===== config.mk =====
export PLATFORM = sky130hd
export DESIGN_NAME = tl_source_shrinker
export DESIGN_NICKNAME = d
export VERILOG_FILES = /design/src/rtl/tl_source_shrinker.sv
export SDC_FILE = /design/constraint.sdc
export NUM_CORES = 1
export LEC_CHECK = 0
export ABC_AREA = 1
export CAP_MARGIN = 20
export CORE_AREA = 2 2 160 162
export CTS_CLUSTER_SIZE = 40
export DETAILED_ROUTE_END_ITERATION = 12
export DIE_AREA = 0 0 162 164
export PLACE_DENSITY = 0.52
export SLEW_MARGIN = 40
export SYNTH_ARGS = -nofsm -noshare
export SYNTH_HDL_FRONTEND = slang
export SYNTH_SLANG_ARGS = --single-unit

===== constraint.sdc =====
create_clock -name clock -period 2.3 [get_ports clock]
set_input_delay 0.23 -clock clock [delete_from_list [all_inputs] [get_ports clock]]
set_output_delay 0.23 -clock clock [all_outputs]
set_load 0.1 [all_outputs]

===== src/rtl/tl_source_shrinker.sv =====
`default_nettype none
// ============================================================================
// Module      : tl_source_shrinker
// Description : Remaps 10-bit TileLink A-channel source IDs onto a small pool
//               of SLOTS downstream IDs and restores the original ID on the
//               matching D response. Requests are admitted only while a slot
//               is free, which caps the number of outstanding transactions.
// Revision    : 1.0 - initial release
// ============================================================================
module tl_source_shrinker #(
    parameter int SLOT_BITS = 2
) (
    input  wire logic                 clock,
    input  wire logic                 reset,
    // upstream A
    output logic                      auto_in_a_ready,
    input  wire logic                 auto_in_a_valid,
    input  wire logic [2:0]           auto_in_a_bits_opcode,
    input  wire logic [2:0]           auto_in_a_bits_param,
    input  wire logic [1:0]           auto_in_a_bits_size,
    input  wire logic [9:0]           auto_in_a_bits_source,
    input  wire logic [32:0]          auto_in_a_bits_address,
    input  wire logic [7:0]           auto_in_a_bits_mask,
    input  wire logic [63:0]          auto_in_a_bits_data,
    input  wire logic                 auto_in_a_bits_corrupt,
    // upstream D
    input  wire logic                 auto_in_d_ready,
    output logic                      auto_in_d_valid,
    output logic [2:0]                auto_in_d_bits_opcode,
    output logic [1:0]                auto_in_d_bits_param,
    output logic [1:0]                auto_in_d_bits_size,
    output logic [9:0]                auto_in_d_bits_source,
    output logic                      auto_in_d_bits_sink,
    output logic                      auto_in_d_bits_denied,
    output logic [63:0]               auto_in_d_bits_data,
    output logic                      auto_in_d_bits_corrupt,
    // downstream A
    input  wire logic                 auto_out_a_ready,
    output logic                      auto_out_a_valid,
    output logic [2:0]                auto_out_a_bits_opcode,
    output logic [2:0]                auto_out_a_bits_param,
    output logic [1:0]                auto_out_a_bits_size,
    output logic [SLOT_BITS-1:0]      auto_out_a_bits_source,
    output logic [32:0]               auto_out_a_bits_address,
    output logic [7:0]                auto_out_a_bits_mask,
    output logic [63:0]               auto_out_a_bits_data,
    output logic                      auto_out_a_bits_corrupt,
    // downstream D
    output logic                      auto_out_d_ready,
    input  wire logic                 auto_out_d_valid,
    input  wire logic [2:0]           auto_out_d_bits_opcode,
    input  wire logic [1:0]           auto_out_d_bits_size,
    input  wire logic [SLOT_BITS-1:0] auto_out_d_bits_source,
    input  wire logic [63:0]          auto_out_d_bits_data,
    // status
    output logic [SLOT_BITS:0]        inflight,
    output logic                      protocol_error
);

    localparam int SLOTS = 1 << SLOT_BITS;

    logic [SLOTS-1:0]     busy_q, busy_d;
    logic [9:0]           src_q [SLOTS];
    logic [9:0]           src_d [SLOTS];
    logic [SLOT_BITS:0]   inflight_q, inflight_d;
    logic                 perr_q, perr_d;

    logic [SLOT_BITS-1:0] w_alloc_idx;
    logic                 w_alloc_found;
    logic                 w_can_alloc;
    logic                 w_a_fire;
    logic                 w_d_fire;
    logic                 w_d_hit_busy;

    // Pick the lowest-index slot that was free at the start of the cycle.
    always_comb begin
        w_alloc_idx   = '0;
        w_alloc_found = 1'b0;
        for (int i = 0; i < SLOTS; i++) begin
            if (!busy_q[i] && !w_alloc_found) begin
                w_alloc_idx   = SLOT_BITS'(i);
                w_alloc_found = 1'b1;
            end
        end
    end

    assign w_can_alloc  = ~&busy_q;
    assign w_a_fire     = auto_in_a_valid & auto_in_a_ready;
    assign w_d_fire     = auto_out_d_valid & auto_out_d_ready;
    assign w_d_hit_busy = busy_q[auto_out_d_bits_source];

    // A channel: gate the handshake on slot availability, swap in the slot ID.
    assign auto_out_a_valid        = auto_in_a_valid & w_can_alloc;
    assign auto_in_a_ready         = auto_out_a_ready & w_can_alloc;
    assign auto_out_a_bits_source  = w_alloc_idx;
    assign auto_out_a_bits_opcode  = auto_in_a_bits_opcode;
    assign auto_out_a_bits_param   = auto_in_a_bits_param;
    assign auto_out_a_bits_size    = auto_in_a_bits_size;
    assign auto_out_a_bits_address = auto_in_a_bits_address;
    assign auto_out_a_bits_mask    = auto_in_a_bits_mask;
    assign auto_out_a_bits_data    = auto_in_a_bits_data;
    assign auto_out_a_bits_corrupt = auto_in_a_bits_corrupt;

    // D channel: pure pass-through with the original source ID restored.
    // An unoccupied slot still forwards whatever stale ID the table holds.
    assign auto_in_d_valid        = auto_out_d_valid;
    assign auto_out_d_ready       = auto_in_d_ready;
    assign auto_in_d_bits_opcode  = auto_out_d_bits_opcode;
    assign auto_in_d_bits_size    = auto_out_d_bits_size;
    assign auto_in_d_bits_data    = auto_out_d_bits_data;
    assign auto_in_d_bits_source  = src_q[auto_out_d_bits_source];
    assign auto_in_d_bits_param   = 2'b00;
    assign auto_in_d_bits_sink    = 1'b0;
    assign auto_in_d_bits_denied  = 1'b0;
    assign auto_in_d_bits_corrupt = 1'b0;

    assign inflight       = inflight_q;
    assign protocol_error = perr_q;

    // Next-state for slot table, occupancy counter and sticky error flag.
    always_comb begin
        busy_d     = busy_q;
        src_d      = src_q;
        inflight_d = inflight_q;
        perr_d     = perr_q;

        // Free first, allocate second: the allocated slot was free at the
        // start of the cycle, so it can only coincide with the freed slot on
        // a stray response, in which case the new allocation must win.
        if (w_d_fire) begin
            busy_d[auto_out_d_bits_source] = 1'b0;
            if (!w_d_hit_busy) begin
                perr_d = 1'b1;
            end
        end
        if (w_a_fire) begin
            busy_d[w_alloc_idx] = 1'b1;
            src_d[w_alloc_idx]  = auto_in_a_bits_source;
        end

        // Only a response to an occupied slot releases a slot, which keeps
        // the counter equal to table occupancy and stops it from wrapping.
        case ({w_a_fire, w_d_fire && w_d_hit_busy})
            2'b10:   inflight_d = inflight_q + 1'b1;
            2'b01:   inflight_d = inflight_q - 1'b1;
            default: inflight_d = inflight_q;
        endcase
    end

    // State registers; reset clears the table immediately.
    always_ff @(posedge clock or posedge reset) begin
        if (reset) begin
            busy_q     <= '0;
            inflight_q <= '0;
            perr_q     <= 1'b0;
            for (int i = 0; i < SLOTS; i++) begin
                src_q[i] <= '0;
            end
        end else begin
            busy_q     <= busy_d;
            src_q      <= src_d;
            inflight_q <= inflight_d;
            perr_q     <= perr_d;
        end
    end

endmodule
`default_nettype wire


==> flow_metrics.env, run 1 <==
export IMPL_cts_root_buf="clkbuf_16"
export IMPL_fin_util=0.138
export IMPL_die_h_um=164
export IMPL_final_common_cell="nand2_1"
export IMPL_syn_inst=471
export IMPL_hold_path_class="in2reg"
export IMPL_clock_latency_ns=0.29
export IMPL_ys_warn_count=0
export IMPL_fmax_mhz=511
export IMPL_rsz0062_at_grt="no"
export IMPL_async_flop_share=1.00
export IMPL_min_to="busy_q[0]"
export IMPL_antennaDiodeCount=0
export IMPL_power_density_mw_per_mm2=1400
export IMPL_drtIter0Drc=173
export IMPL_cp_start_kind="register"
export IMPL_p_leak_uw=0.00156
export IMPL_crit_path_start="busy_q[2]"
export IMPL_syn_cell_area_mm2=0.00372
export IMPL_fin_skew_ns=0.00439
export IMPL_grt_antenna_before_repair=2
export IMPL_vias_per_cell=3.44
export IMPL_h_tree_depth=2
export IMPL_synth_seq_cells=48
export IMPL_yosys_area_share_simple=0.185
export IMPL_synth_adder_area_share=0.00875
export IMPL_clock_sinks=48
export IMPL_cts_buffer_depth=2
export IMPL_synth_xor_area_share=0.00471
export IMPL_grt_pass1_wl_um=14900
export IMPL_reg2reg_depth=10
export IMPL_relSlewSlack=0.581
export IMPL_layout_common_cells="101 x nand2_1, 47 x dfrtp_1, 43 x nand3_1"
export IMPL_maxCapViolations=0
export IMPL_die_x_um=162
export IMPL_worst_setup_path_end_kind="register"
export IMPL_fin_area_mm2=0.00341
export IMPL_crit_fanout=5
export IMPL_layoutNonFillerInstCount=663
export IMPL_placed_cell_area_mm2=0.00326
export IMPL_core_area_mm2=0.0248
export IMPL_rows=58
export IMPL_peakVddDrop_uv=450
export IMPL_hold_viol=0
export IMPL_ys_flop_type="dfrtp_1"
export IMPL_area_growth_pct=-8.21
export IMPL_cp_data_required_time_ns=2.48
export IMPL_grt_max_degree=49
export IMPL_dr_pass1_iters=4
export IMPL_fin_crit_ns=1.96
export IMPL_synth_edf_count=0
export IMPL_hp_start="auto_out_d_bits_source[0]"
export IMPL_hold_depth=3
export IMPL_synthDistinctLibCells=27
export IMPL_regToRegStartpoint="busy_q[2]"
export IMPL_power_uw=4770
export IMPL_overflow=0
export IMPL_die_area_mm2=0.0266
export IMPL_tightestPinTransition_ns=0.628
export IMPL_antenna_left=0
export IMPL_start_util=0.150
export IMPL_finalNetCount=535
export IMPL_hold_buffers=0
export IMPL_setup_viol=0
export IMPL_numCtsBuffers=5
export IMPL_rr_endpoint="inflight[2]"
export IMPL_synth_top_family_by_area="buffers and inverters"
export IMPL_drive_above_1_share=0.168
export IMPL_dp_cells=655
export IMPL_synth_mux_area_frac=0
export IMPL_drt_total_wl_um=9960
export IMPL_drc=0
export IMPL_clk_pin_slew_ns=0.07
export IMPL_ios=409
export IMPL_wl_per_cell_um=15.0
export IMPL_avgSynthCellArea_um2=7.90
export IMPL_path_class="reg2reg"
export IMPL_dpl_hpwl_um=7450
export IMPL_grt_use_total=0.0749
export IMPL_routed_via_count=2284
export IMPL_slew_violations=0
export IMPL_cts_tree="yes"
export IMPL_fin_crit_sh=0.850
export IMPL_timing_reg2reg_setup_slack_ns=0.34
export IMPL_grt_pass1_vias=2401
export IMPL_port_buffers=37
export IMPL_outcome="completed"
export IMPL_ys_seq_area_frac=0.323
export IMPL_synth_compound_area_frac=0.0501
export IMPL_worstPathArrival_ns=2.13
export IMPL_place_gp_congestion=0.749
-- timing repair --
action | CTS | global route
buffers inserted | 0 | 0
setup endpoints to repair | 0 | 1
hold endpoints to repair | 0 | 0
resized for setup | 0 | 2
-- per-layer routing --
layer / global-route usage / up-vias / part of all wire
met5: 0 / - / 0.0026
met4: 0.0760 / 4 / 0.10
li1: - / 999 / -
met1: 0.0667 / 1025 / 0.30
met3: 0.0402 / 113 / 0.14
met2: 0.119 / 143 / 0.46
-- state kept, by name (all words and copies together) (netlist names) --
| register | flops |
|---|---|
| inflight | 3 |
| src_q | 40 |
| protocol_error | 1 |
| busy_q | 4 |
-- worst max-delay path: stages, from the launching register on --
cell     delay, ns
dfrtp_2       0.42
inv_2         0.05
o21ai_0       0.14
nand2_1       0.08
a21oi_1       0.17
ha_1          0.17
inv_1         0.06
fa_1          0.37
a21oi_1       0.15
o21ai_0       0.12
xnor2_1       0.13
-- per-stage QoR --
step	hold slack, ns	setup slack (ns)	setup TNS (ns)
after floorplan	0.368	0.225	0
after global placement	0.455	-0.0610	-0.0610
after detailed placement	0.460	-0.100	-0.100
after CTS	0.461	0.197	0
after global routing	0.426	0.0411	0
final	0.377	0.344	0
-- Yosys cell counts (2+ instances only) --
| cell type | number | share of area |
|---|---|---|
| nand2_1 | 101 | 0.10 |
| a21oi_1 | 2 | 0.0027 |
| clkinv_1 | 2 | 0.0020 |
| dfrtp_1 | 48 | 0.32 |
| buf_4 | 193 | 0.39 |
| nor3_1 | 2 | 0.0027 |
| inv_2 | 3 | 0.0030 |
| nor2_1 | 6 | 0.0061 |
| buf_2 | 6 | 0.0081 |
| inv_1 | 20 | 0.020 |
| clkbuf_1 | 4 | 0.0040 |
| o21ai_0 | 16 | 0.022 |
| nand3_1 | 43 | 0.058 |
| xnor2_1 | 2 | 0.0047 |
| a22oi_1 | 11 | 0.022 |
-- report_power, final --
part / total, uW / internal, uW / switching (uW)
Sequential: 1480 / 1240 / 240
Combinational: 2530 / 785 / 1740
Clock: 766 / 433 / 333
-- how the worst max path moves through the flow --
stage / slack, ns / to / cells after the start
detailed placement: -0.10 / inflight[2] / 11
finish: 0.34 / inflight[2] / 10
CTS: 0.20 / inflight[2] / 11
global route: 0.04 / inflight[2] / 10
global placement: -0.06 / inflight[2] / 11
floorplan: 0.22 / auto_in_a_ready / 3
-- cells by family (layout without fill, tap and decap cells) --
| family | Yosys count | after routing |
|---|---|---|
| adder cells (fa/ha/maj) | 2 | 2 |
| AO/OA/AOI/OAI | 31 | 31 |
| buffers and inverters | 228 | 86 |
| AND/OR/NAND/NOR | 159 | 159 |
| other | 1 | 5 |
| XOR/XNOR | 2 | 2 |
| flip-flops | 48 | 48 |
-- layout make-up --
type,count,area [um^2]
Sequential cell,48,1200
Fill cell,2850,21400
Multi-Input combinational cell,199,945
Tap cell,330,413
Clock inverter,2,15.0
Timing Repair Buffer,53,606
Inverter,25,93.8
Clock buffer,6,139
No activity file was read; power rests on OpenSTA's default activity.
==> run 2: changes to the inputs <==
--- a/config.mk
+++ b/config.mk
@@ -11,7 +11,7 @@
 export CTS_CLUSTER_SIZE = 40
 export DETAILED_ROUTE_END_ITERATION = 12
 export DIE_AREA = 0 0 162 164
-export PLACE_DENSITY = 0.52
+export PLACE_DENSITY = 0.53
 export SLEW_MARGIN = 40
 export SYNTH_ARGS = -nofsm -noshare
 export SYNTH_HDL_FRONTEND = slang
==> constraint.sdc (replaced) <==
create_clock -name clock -period 1.7 [get_ports clock]
set_input_delay 0.17 -clock clock [delete_from_list [all_inputs] [get_ports clock]]
set_output_delay 0.17 -clock clock [all_outputs]
set_load 0.02 [all_outputs]
==> run 2 against run 1 <==
Compared with the run above:
- the run now ends with setup timing left
- final area is 0.62% higher
- sequential cell count stayed put
- die area stayed put
- non-clock buffer count is 13 higher
- register-to-register slack worse by 0.41 ns
- sequential share of layout area is 0.25 points lower
- critical path depth is 1 lower
- largest cell class unchanged
- highest routed layer is now met4
==> flow_metrics.env, run 2 (same netlist as run 1, synthesis figures left out) <==
export IMPL_vias_per_cell=3.43
export IMPL_grt_pass1_wl_um=14500
export IMPL_maxCapViolations=0
export IMPL_port_buffers=37
export IMPL_hold_path_class="in2async"
export IMPL_dpl_hpwl_um=7680
export IMPL_rows=58
export IMPL_hold_viol=0
export IMPL_setup_viol=2
export IMPL_cts_root_buf="clkbuf_16"
export IMPL_fin_skew_ns=0.00325
export IMPL_p_leak_uw=0.00159
export IMPL_p_comb_frac=0.406
export IMPL_path_class="reg2reg"
export IMPL_hold_buffers=0
export IMPL_die_h_um=164
export IMPL_grt_max_degree=49
export IMPL_finalNetCount=548
export IMPL_worstPathArrival_ns=1.98
export IMPL_regToRegStartpoint="busy_q[3]"
export IMPL_cp_start_kind="register"
export IMPL_outcome="finished, violations left"
export IMPL_dr_pass1_iters=6
export IMPL_routed_via_count=2312
export IMPL_pwr_share_clk=0.201
export IMPL_ios=409
export IMPL_die_x_um=162
export IMPL_rsz0062_at_grt="yes"
export IMPL_slew_violations=0
export IMPL_internal_power_uw=3140
export IMPL_area_growth_pct=-7.64
export IMPL_top_register="src_q"
export IMPL_clock_latency_ns=0.28
export IMPL_crit_fanout=4
export IMPL_peakVddDrop_uv=344
export IMPL_fin_crit_sh=1.04
export IMPL_clock_sinks=48
export IMPL_layout_common_cells="100 x nand2_1, 48 x dfrtp_1, 43 x nand3_1"
export IMPL_regArea_mm2=0.00120
export IMPL_violations="setup timing"
export IMPL_dp_cells=668
export IMPL_fmax_mhz=566
export IMPL_core_area_mm2=0.0248
export IMPL_cts_buffer_depth=2
export IMPL_place_gp_congestion=0.759
export IMPL_start_util=0.150
export IMPL_switching_share=0.382
export IMPL_grt_pass1_vias=2427
export IMPL_multiInputGateArea_um2=977
export IMPL_drc=0
export IMPL_cts_tree="yes"
export IMPL_wl_per_cell_um=14.6
export IMPL_drt_total_wl_um=9880
export IMPL_p_sw_uw=1940
export IMPL_hold_ws_ns=0.242
export IMPL_die_area_mm2=0.0266
export IMPL_timing_reg2reg_setup_slack_ns=-0.07
export IMPL_fillCellCount=2852
export IMPL_grt_use_total=0.0732
export IMPL_power_density_mw_per_mm2=1480
export IMPL_overflow=0
export IMPL_clk_pin_slew_ns=0.06
export IMPL_final_common_cell="nand2_1"
export IMPL_h_tree_depth=2
export IMPL_worst_setup_path_end_kind="register"
export IMPL_numCtsBuffers=5
export IMPL_grt_antenna_before_repair=0
export IMPL_seqPwrFrac=0.393
export IMPL_cp_data_required_time_ns=1.91
export IMPL_drive_above_1_share=0.186
export IMPL_layoutNonFillerInstCount=675
export IMPL_fin_crit_ns=1.77
export IMPL_fin_ws_ns=-0.0656
export IMPL_antenna_left=0
export IMPL_drtIter0Drc=161
export IMPL_largest_reg_flops=40
export IMPL_crit_path_start="busy_q[3]"
export IMPL_antennaDiodeCount=0
[run 2: power by group through the flow]
stage	combinational (uW)	sequential (uW)	clock (uW)
2_1_floorplan	1860	1980	0
3_3_place_gp	2160	2000	0
3_5_place_dp	2180	2000	0
4_1_cts	2100	1990	1060
5_1_grt	2310	2060	1110
6_report	2060	2000	1020
[run 2: path summary, 6_finish.rpt]
| path | endpoint | cells past startpoint |
|---|---|---|
| hold reg to reg | protocol_error | 2 |
| max in group asynchronous | src_q[23] | 3 |
| setup reg to reg | inflight[1] | 9 |
| setup / recovery | inflight[1] | 9 |
| min in group clock | auto_in_d_bits_data[21] | 0 |
| hold / removal | src_q[5] | 3 |
[run 2: what timing repair did]
item	CTS	global route
resized for setup	21	25
pin swaps	4	2
endpoints found under the setup margin	26	26
cloned	0	0
setup buffers	0	0
[run 2: layout make-up]
class | instances | area share
Sequential cell | 48 | 0.350
Multi-Input combinational cell | 199 | 0.285
Timing Repair Buffer | 66 | 0.174
Tap cell | 330 | 0.120
Clock buffer | 7 | 0.0444
Inverter | 25 | 0.0273
[run 2: stage by stage]
step	TNS, ns	instance area (um^2)	power, uW	worst slack [ns]	utilization
after global routing	-0.364	3430	5480	-0.214	0.138
after CTS	-0.0697	3450	5160	-0.0354	0.139
after detailed placement	-7.56	3310	4180	-0.569	0.133
after global placement	-7.27	3310	4170	-0.556	0.133
final	-0.117	3430	5080	-0.0656	0.138
after floorplan	-0.147	3760	3840	-0.102	-
[run 2: metal layers]
metal,share of wire,global-route usage,routed length (um),vias to the layer above
met5,0,0,0,-
met4,0.11,0.0873,1120,0
met3,0.12,0.0341,1230,104
met2,0.44,0.113,4350,151
met1,0.32,0.0657,3190,1034
li1,-,-,-,1023
[run 2: worst max-delay path, stage by stage, from the launching register on]
cell,delay (ns)
dfrtp_1,0.41
buf_4,0.15
nand2_2,0.07
nor2_4,0.04
nor3_4,0.18
inv_2,0.08
ha_4,0.16
inv_2,0.06
fa_2,0.42
o21ai_1,0.13
